==> config.mk <==
export PLATFORM = sky130hd
export DESIGN_NAME = uart_cfg_bank
export DESIGN_NICKNAME = d
export VERILOG_FILES = /design/src/rtl/uart_cfg_pkg.sv /design/src/rtl/uart_cfg_chan.sv /design/src/rtl/uart_cfg_bank.sv
export SDC_FILE = /design/constraint.sdc
export NUM_CORES = 1
export LEC_CHECK = 0
export CORE_UTILIZATION = 47
export DETAILED_ROUTE_END_ITERATION = 10
export HOLD_SLACK_MARGIN = 0.02
export PLACE_DENSITY = 0.75
export SYNTH_ARGS = -nofsm -noshare
export SYNTH_HDL_FRONTEND = slang
export SYNTH_SLANG_ARGS = --single-unit
export TNS_END_PERCENT = 100
==> constraint.sdc <==
create_clock -name clk_i -period 1.46 [get_ports clk_i]
set_input_delay 0.219 -clock clk_i [delete_from_list [all_inputs] [get_ports clk_i]]
set_output_delay 0.219 -clock clk_i [all_outputs]
set_load 0.1 [all_outputs]
==> src/rtl/uart_cfg_pkg.sv <==
// Shared types, register codes and SETUP word packing for the UART configuration bank.
// The UART_CFG_LOCK_EN build adds a sticky lock bit at SETUP[15].
package uart_cfg_pkg;

  localparam logic [1:0] REG_SETUP  = 2'd0;
  localparam logic [1:0] REG_STATUS = 2'd1;
  localparam logic [1:0] REG_ACTIVE = 2'd2;
  localparam logic [1:0] REG_RSVD   = 2'd3;

  localparam int unsigned CFG_W = 22;

  // Member order makes the packed value match the ch_cfg_o layout, parity_en at bit 0.
  typedef struct packed {
    logic [15:0] clkdiv;
    logic        rx_en;
    logic        tx_en;
    logic        stop2;
    logic [1:0]  bits;
    logic        parity_en;
  } uart_ch_cfg_t;

  localparam uart_ch_cfg_t CFG_RST = '{
    clkdiv:    16'd434,
    rx_en:     1'b0,
    tx_en:     1'b0,
    stop2:     1'b0,
    bits:      2'b11,
    parity_en: 1'b0
  };

  typedef enum logic {StClean, StPending} chan_state_e;

  function automatic uart_ch_cfg_t cfg_reset(input logic [15:0] clkdiv);
    uart_ch_cfg_t c;
    c = CFG_RST;
    c.clkdiv = clkdiv;
    return c;
  endfunction

  function automatic logic [31:0] pack_setup(input uart_ch_cfg_t c);
    return {c.clkdiv, 6'b0, c.rx_en, c.tx_en, 4'b0, c.stop2, c.bits, c.parity_en};
  endfunction

  // A zero divider is stored as 1 so the baud generator never sees a zero period.
  function automatic uart_ch_cfg_t unpack_setup(input logic [31:0] w);
    uart_ch_cfg_t c;
    logic         unused_w;
    unused_w    = ^{w[15:10], w[7:4]};
    c.clkdiv    = (w[31:16] == 16'd0) ? 16'd1 : w[31:16];
    c.rx_en     = w[9];
    c.tx_en     = w[8];
    c.stop2     = w[3];
    c.bits      = w[2:1];
    c.parity_en = w[0];
    return c;
  endfunction

endpackage

==> src/rtl/uart_cfg_chan.sv <==
// One channel: shadow and active configuration, commit FSM and the update pulse.
// UART_CFG_LOCK_EN adds the sticky lock flops; otherwise the lock outputs are tied low.
module uart_cfg_chan
  import uart_cfg_pkg::*;
#(
  parameter logic [15:0] RST_CLKDIV = 16'd434
) (
  input  logic         clk,
  input  logic         rst_n,
  input  logic         wr_setup,
  input  uart_ch_cfg_t wr_cfg,
  input  logic         wr_lock,
  input  logic         tx_busy,
  input  logic         rx_busy,
  output uart_ch_cfg_t shadow_cfg,
  output uart_ch_cfg_t active_cfg,
  output logic         pending,
  output logic         upd,
  output logic         shadow_lock,
  output logic         active_lock
);

  localparam uart_ch_cfg_t RstCfg = cfg_reset(RST_CLKDIV);

  chan_state_e  state_q;
  uart_ch_cfg_t shadow_q, active_q;
  logic         upd_q;
  logic         commit;

  assign commit = (state_q == StPending) && !tx_busy && !rx_busy;

  // A write landing on a commit edge goes to the shadow; active takes the old shadow.
  always_ff @(posedge clk or negedge rst_n) begin
    if (!rst_n) begin
      state_q  <= StClean;
      shadow_q <= RstCfg;
      active_q <= RstCfg;
      upd_q    <= 1'b0;
    end else begin
      upd_q <= 1'b0;
      case (state_q)
        StClean: begin
          if (wr_setup) begin
            shadow_q <= wr_cfg;
            state_q  <= StPending;
          end
        end
        StPending: begin
          if (commit) begin
            active_q <= shadow_q;
            upd_q    <= 1'b1;
            if (!wr_setup) state_q <= StClean;
          end
          if (wr_setup) shadow_q <= wr_cfg;
        end
        default: state_q <= StClean;
      endcase
    end
  end

`ifdef UART_CFG_LOCK_EN
  logic shadow_lock_q, active_lock_q;

  always_ff @(posedge clk or negedge rst_n) begin
    if (!rst_n) begin
      shadow_lock_q <= 1'b0;
      active_lock_q <= 1'b0;
    end else begin
      if (commit) active_lock_q <= active_lock_q | shadow_lock_q;
      if (wr_setup) shadow_lock_q <= wr_lock;
    end
  end

  assign shadow_lock = shadow_lock_q;
  assign active_lock = active_lock_q;
`else
  logic unused_lock;
  assign unused_lock = wr_lock;
  assign shadow_lock = 1'b0;
  assign active_lock = 1'b0;
`endif

  assign shadow_cfg = shadow_q;
  assign active_cfg = active_q;
  assign pending    = (state_q == StPending);
  assign upd        = upd_q;

endmodule

==> src/rtl/uart_cfg_bank.sv <==
// Multi-channel UART configuration bank: address decode, error generation, response register.
// Optional sticky SETUP lock bit under the UART_CFG_LOCK_EN macro.
module uart_cfg_bank
  import uart_cfg_pkg::*;
#(
  parameter int unsigned NUM_CH     = 4,
  parameter int unsigned CH_AW      = 4,
  parameter logic [15:0] RST_CLKDIV = 16'd434
) (
  input  logic                    clk_i,
  input  logic                    rstn_i,
  input  logic                    cfg_req_i,
  output logic                    cfg_gnt_o,
  input  logic [CH_AW+1:0]        cfg_addr_i,
  input  logic                    cfg_wen_i,
  input  logic [31:0]             cfg_wdata_i,
  output logic                    cfg_rvalid_o,
  output logic [31:0]             cfg_rdata_o,
  output logic                    cfg_err_o,
  input  logic [NUM_CH-1:0]       ch_tx_busy_i,
  input  logic [NUM_CH-1:0]       ch_rx_busy_i,
  output logic [NUM_CH*CFG_W-1:0] ch_cfg_o,
  output logic [NUM_CH-1:0]       ch_cfg_upd_o
);

  // Read muxes span the whole channel address space; unpopulated slots read as zero.
  localparam int unsigned NumSlots = 1 << CH_AW;

  logic [CH_AW-1:0] ch_idx;
  logic [1:0]       reg_sel;
  logic             ch_ok;
  logic             setup_wr;
  logic             wr_lock;
  uart_ch_cfg_t     wr_cfg;

  logic [31:0] setup_rd  [NumSlots];
  logic [31:0] status_rd [NumSlots];
  logic [31:0] active_rd [NumSlots];
  logic        slot_lock [NumSlots];

  logic        rvalid_q, err_q, err_d;
  logic [31:0] rdata_q, rdata_d;

  assign {ch_idx, reg_sel} = cfg_addr_i;
  assign ch_ok             = 32'(ch_idx) < NUM_CH;
  assign cfg_gnt_o         = cfg_req_i;
  assign wr_cfg            = unpack_setup(cfg_wdata_i);

`ifdef UART_CFG_LOCK_EN
  assign wr_lock = cfg_wdata_i[15];
`else
  assign wr_lock = 1'b0;
`endif

  assign setup_wr = cfg_req_i && cfg_wen_i && ch_ok && (reg_sel == REG_SETUP) &&
                    !slot_lock[ch_idx];

  for (genvar i = 0; i < NumSlots; i++) begin : g_slot
    if (i < NUM_CH) begin : g_ch
      uart_ch_cfg_t shadow_cfg, active_cfg;
      logic         pending, shadow_lock, active_lock;

      uart_cfg_chan #(
        .RST_CLKDIV (RST_CLKDIV)
      ) u_chan (
        .clk         (clk_i),
        .rst_n       (rstn_i),
        .wr_setup    (setup_wr && (ch_idx == CH_AW'(i))),
        .wr_cfg      (wr_cfg),
        .wr_lock     (wr_lock),
        .tx_busy     (ch_tx_busy_i[i]),
        .rx_busy     (ch_rx_busy_i[i]),
        .shadow_cfg  (shadow_cfg),
        .active_cfg  (active_cfg),
        .pending     (pending),
        .upd         (ch_cfg_upd_o[i]),
        .shadow_lock (shadow_lock),
        .active_lock (active_lock)
      );

      assign ch_cfg_o[i*CFG_W +: CFG_W] = active_cfg;
      assign setup_rd[i]  = pack_setup(shadow_cfg) | {16'b0, shadow_lock, 15'b0};
      assign active_rd[i] = pack_setup(active_cfg) | {16'b0, active_lock, 15'b0};
      assign status_rd[i] = {28'b0, active_lock, ch_rx_busy_i[i], ch_tx_busy_i[i], pending};
      assign slot_lock[i] = active_lock;
    end else begin : g_empty
      assign setup_rd[i]  = '0;
      assign active_rd[i] = '0;
      assign status_rd[i] = '0;
      assign slot_lock[i] = 1'b0;
    end
  end

  always_comb begin
    err_d   = 1'b0;
    rdata_d = '0;
    if (!ch_ok) begin
      err_d = 1'b1;
    end else begin
      case (reg_sel)
        REG_SETUP: begin
          if (cfg_wen_i) err_d = slot_lock[ch_idx];
          else rdata_d = setup_rd[ch_idx];
        end
        REG_STATUS: begin
          if (cfg_wen_i) err_d = 1'b1;
          else rdata_d = status_rd[ch_idx];
        end
        REG_ACTIVE: begin
          if (cfg_wen_i) err_d = 1'b1;
          else rdata_d = active_rd[ch_idx];
        end
        default: err_d = 1'b1;
      endcase
    end
  end

  always_ff @(posedge clk_i or negedge rstn_i) begin
    if (!rstn_i) begin
      rvalid_q <= 1'b0;
      err_q    <= 1'b0;
      rdata_q  <= '0;
    end else begin
      rvalid_q <= cfg_req_i;
      err_q    <= cfg_req_i && err_d;
      rdata_q  <= cfg_req_i ? rdata_d : 32'd0;
    end
  end

  assign cfg_rvalid_o = rvalid_q;
  assign cfg_err_o    = err_q;
  assign cfg_rdata_o  = rdata_q;

endmodule

; ---- Word level (Yosys, flattened, before mapping)
; Memories as Yosys holds them, arrays and structs flattened.
; Cells that the tools add are included.
[word_totals]
register_bits = 218
rom_bits = 16
input_bits = 50
out_inout_bits = 127
elab_cells = 152
mem_count = 1
[op_classes]
n_lt_le_gt_ge = 2
n_eq_ne = 5
muxes = 46
n_bitwise = 5
n_reduce_logical = 34
[memory_table]
columns = name, depth, width, rd, rd_ports_with_merged_regs, wr, line
row1 = (name not given), 16, 1, 1, 0, 0, uart_cfg_bank.sv:102  ; if (cfg_wen_i) err_d = slot_lock[ch_idx];
[ops]
columns = operator, n
row1 = $bmux W32 S4, 3
row2 = $mux W32, 11
row3 = $pmux W32 S3, 1
row4 = $mux W22, 4
row5 = $mux W1, 21
row6 = $logic_and A1 B1 Y1, 17
row7 = $logic_not A16 Y1, 1
row8 = $mux W16, 1
row9 = $pmux W1 S2, 5
row10 = $logic_not A1 Y1, 9
row11 = $eq A4 B2 Y1 const B, 2
row12 = $reduce_and A2 Y1, 4
row13 = $ge A5 B5 Y1 const B, 1
row14 = $not A4 Y5, 1
row15 = $eq A4 B1 Y1 const B, 1
row16 = $logic_not A4 Y1, 1
row17 = $lt A4 B3 Y1 const B, 1
row18 = $not A1 Y1, 4
row19 = $eq A2 B1 Y1 const B, 1
row20 = $eq A2 B2 Y1 const B, 1
row21 = $logic_not A2 Y1, 1
row22 = $reduce_or A2 Y1, 1

; ---- Depth between registers and ports, before layout
[depth]
depth_word = 10
ltp_mapped = 8

; ---- Modules after synthesis
; Synthesis repeated with hierarchy kept, for this count alone.
[unflattened]
hier_cells = 592
area_unflattened_um2 = 9410.3
[modules_own_cells]
columns = mod, n_inst, cells_per_inst, area_each_um2
row1 = uart_cfg_chan, 4, 100, 1745.4
row2 = uart_cfg_bank, 1, 192, 2428.6

; ---- Least setup slack after synthesis
; Ideal clock, no wire load.
[synth_timing]
kind = input to register
from = input cfg_addr_i[0]
to = register g_slot[0].g_ch.u_chan.shadow_q (netlist bit g_slot[0].g_ch.u_chan.shadow_cfg[0])
arrival_ps = 1640
required_time_ps = 1335
path_slack_ps = -305
stages = 8
path_cell_list = inv_1 > ha_1 > buf_2 > inv_1 > or4_4 > buf_6 > buf_12 > mux2_4
[synth_via]
elab_chain_cells = 4
[synth_lines]
columns = item, line
row1 = "start, declared", uart_cfg_bank.sv:14  ; input logic [CH_AW+1:0] cfg_addr_i,
row2 = $logic_not A2 Y1, uart_cfg_bank.sv:55  ; assign setup_wr = cfg_req_i && cfg_wen_i && ch_ok && (reg_sel == REG_SETUP) &&
row3 = $logic_and A1 B1 Y1 (2 in a row), uart_cfg_bank.sv:55
row4 = $logic_and A1 B1 Y1, uart_cfg_bank.sv:68  ; .wr_setup (setup_wr && (ch_idx == CH_AW'(i))),
row5 = "end signal, assigned", uart_cfg_chan.sv:36  ; shadow_q <= RstCfg;
row6 = "end signal, assigned", uart_cfg_chan.sv:44  ; shadow_q <= wr_cfg;
row7 = "end signal, assigned", uart_cfg_chan.sv:54  ; if (wr_setup) shadow_q <= wr_cfg;
row8 = "end, declared", uart_cfg_chan.sv:26  ; uart_ch_cfg_t shadow_q, active_q;
; Every way passes these cells.
; A chain may end at the register's enable or synchronous reset.

; ---- Worst setup path after layout
[layout_timing]
from = register g_slot[0].g_ch.u_chan.active_q (netlist bit g_slot[0].g_ch.u_chan.active_cfg[11])
to = output ch_cfg_o[11]
[layout_rtl]
columns = item, line
row1 = "start, declared", uart_cfg_chan.sv:26
row2 = "start signal, assigned", uart_cfg_chan.sv:37  ; active_q <= RstCfg;
row3 = "start signal, assigned", uart_cfg_chan.sv:50  ; active_q <= shadow_q;
row4 = "end, declared", uart_cfg_bank.sv:22  ; output logic [NUM_CH*CFG_W-1:0] ch_cfg_o,
; No word-level cell between the ends.

==> flow_metrics.py <==
metrics = {
    "placement": {
        "placed_cell_area_um2": 13000,
        "dp_slack_ns": -0.780,
        "io_buffer_count": 156,
        "dpl.hpwl_mm": 17.0,
        "place.gp.congestion": 0.875,
    },
    "status": {
        "violations": "negative setup slack",
        "status": "finished with violations",
    },
    "sta": {
        "clock.fmax_ghz": 0.653,
        "relSlewSlack_pct": 64.9,
        "setup_viol": 20,
        "timing.final.crit_share_pct": 105,
        "finalClockSkew_ns": 0.0227,
        "post-route-min-period_ns": 1.53,
        "slew_viol_final": 0,
        "tightest_slew_ns": 0.521,
        "hold_violations": 0,
        "fin_tns_setup_ns": -0.437,
        "final.setup.worst_slack_ns": -0.0725,
        "rsz0062_at_grt": "yes",
    },
    "route": {
        "drtIter0Drc": 287,
        "ant_nets": 0,
        "vias": 5977,
        "finalWirelength_mm": 24.6,
        "avgRoutedWirePerCell_um": 23.0,
        "firstDrtPassIters": 4,
        "drc": 0,
        "vias_per_cell": 5.59,
    },
    "logic_synthesis": {
        "yosys.area.top_type_share_pct": 41.1,
        "netlist_instances": 566,
        "synth_edf_count": 0,
        "syn_area_per_cell_um2": 16.3,
        "ys_warn_count": 0,
        "yosysMostFrequentCell": "mux2_2",
        "syn_area_um2": 9250,
        "synth-seq-area-share_pct": 57.0,
        "synth_top_area_cell": "dfrtp_1",
        "synth_common_cells": "mux2_2 (157), dfrtp_1 (152), dfstp_2 (56)",
        "synth-async-reset-ratio_pct": 100,
        "synth.distinct_cells": 29,
        "synthFlopType": "dfrtp_1",
        "synth-seq-cells": 208,
        "yosys-top-cells-area": "dfrtp_1 (41%), mux2_2 (19%), dfstp_2 (16%)",
    },
    "die": {
        "start_util_pct": 48.6,
        "chipWidth_um": 142,
        "ios": 177,
        "rows": 50,
        "die_h_um": 142,
        "coreArea_um2": 19000,
        "die-area_um2": 20200,
    },
    "clock_network": {
        "htreeDepth": 1,
        "tritoncts": "built",
        "numCtsBuffers": 22,
        "clockBufferDepth": 3,
        "clock-sinks": 208,
        "clkTransAtPathRegs_ns": 0.06,
        "cts_root_buffer": "clkbuf_16",
        "worstSkewPairLatency_ns": 0.51,
    },
    "power": {
        "power.total_uw": 13400,
        "power.share.switching_pct": 25.8,
        "cellPowerDensity_nw_per_um2": 964,
        "peakVddDrop_v": 0.000713,
        "internal_power_uw": 9920,
        "p_clk_share_pct": 39.3,
        "power_frac_comb_pct": 13.4,
        "seq_power_share_pct": 47.3,
        "power.switching_uw": 3450,
        "p_leak_uw": 0.00606,
    },
    "layout": {
        "antenna_cells": 0,
        "fin_area_um2": 13900,
        "fin_util_pct": 72.9,
        "drive_above_1_share_pct": 73.5,
        "syn_to_final_growth_pct": 49.9,
        "final_nets": 848,
    },
    "hold_path": {
        "holdPathStages": 3,
        "hold_path.class": "primary input to flop",
    },
    "critical_path": {
        "crit_slowest_cell": "dfstp_2",
        "path_class": "flop to primary output",
        "crit_cells": 1,
        "critPathBufInv": 1,
        "ff2ff_path_depth": 4,
        "critPathCaptureType": "primary output",
        "critPathMaxStageDelay_ns": 0.61,
        "critPathArrivalTime_ns": 1.31,
        "critPathLaunchType": "flop",
        "cp_max_fo": 3,
        "crit_required_ns": 1.24,
        "crit_family": "flip-flops",
        "crit_chain": "buf_12",
    },
    "flow_run": {
        "max_cap_viol_count": 0,
    },
    "global_routing": {
        "track_usage_pct": 25.7,
        "antenna_found_initial": 1,
        "grt_pass1_vias": 6707,
        "grt_overflow": 0,
        "grt_max_degree": 46,
        "grt_pass1_wl_mm": 39.0,
    },
}
## area by class of cell
class / instances / area [um2]
Clock inverter: 5 / 40.0
Fill cell: 1173 / 5150
Inverter: 3 / 28.8
Sequential cell: 208 / 5380
Clock buffer: 35 / 639
Tap cell: 260 / 325
Multi-Input combinational cell: 314 / 3820
Timing Repair Buffer: 245 / 3630
## per-layer routing
metal	vias up	wire [um]	track usage (%)
met5	-	13	0
met4	2	339	7.87
met3	29	1790	4.68
met2	257	12100	41.4
met1	3147	10400	35.5
li1	2542	-	-
## power by group through the flow
stage / clock network (uW) / logic (uW) / registers (uW)
finish: 5260 / 1780 / 6320
global route: 5560 / 1880 / 6350
CTS: 5330 / 1790 / 6320
detailed placement: 0 / 1770 / 6410
global placement: 0 / 1730 / 6390
floorplan: 0 / 728 / 6650
## per-stage QoR
step	hold slack, ns	instances
3_5_place_dp	0.172	1006
4_1_cts	0.163	1070
3_3_place_gp	0.163	1006
6_report	0.175	1070
5_1_grt	0.203	1070
2_1_floorplan	-0.0766	575
## placed cells by master (no fill, tap or decap), types with 10 or more instances in the layout
master and n:
buf_12 135, clkbuf_16 22, dfrtp_4 13, clkdlybuf4s50_1 30, nor2_1 21, buf_4 68, mux2_4 32, conb_1 10
mux2_2 144, dfstp_2 56, mux4_2 47, dfrtp_2 47, dfrtp_1 92, a22oi_1 18
## kinds of logic after synthesis
group	Yosys count	share of synthesized area [%]
compound gates	33	2.46
buf+inv	53	3.73
mux	224	33.7
fa+ha+maj	4	0.541
flops	208	57.0
simple gates	43	2.45
other cells	1	0.0405
## state kept, by name, summed over array words and instances, names as in the netlist
signal	flops
cfg_rvalid_o	1
g_slot.g_ch.u_chan.active_cfg	88
g_slot.g_ch.u_chan.pending	4
g_slot.g_ch.u_chan.upd	4
cfg_err_o	1
g_slot.g_ch.u_chan.shadow_cfg	88
cfg_rdata_o	22
## path summary, 6_finish.rpt
kind,from,to,slack [ns]
setup / recovery,g_slot[0].g_ch.u_chan.active_cfg[11],ch_cfg_o[11],-0.07
hold / removal,cfg_addr_i[3],g_slot[2].g_ch.u_chan.pending,0.17
setup reg to reg,g_slot[3].g_ch.u_chan.active_cfg[1],cfg_rdata_o[1],0.02
hold reg to reg,g_slot[0].g_ch.u_chan.shadow_cfg[21],g_slot[0].g_ch.u_chan.active_cfg[21],0.52
max in group asynchronous,rstn_i,g_slot[1].g_ch.u_chan.shadow_cfg[7],0.61
min in group asynchronous,rstn_i,g_slot[3].g_ch.u_chan.upd,0.23
## repair_timing
action,in CTS,in global routing
hold buffers,1,0
gates cloned,0,0
hold endpoints to repair,142,0
pin swaps,2,1
endpoints found under the setup margin,118,40
gates resized for setup,9,5
setup buffers,23,0
Note: power is estimated with default switching activity, not from simulation.
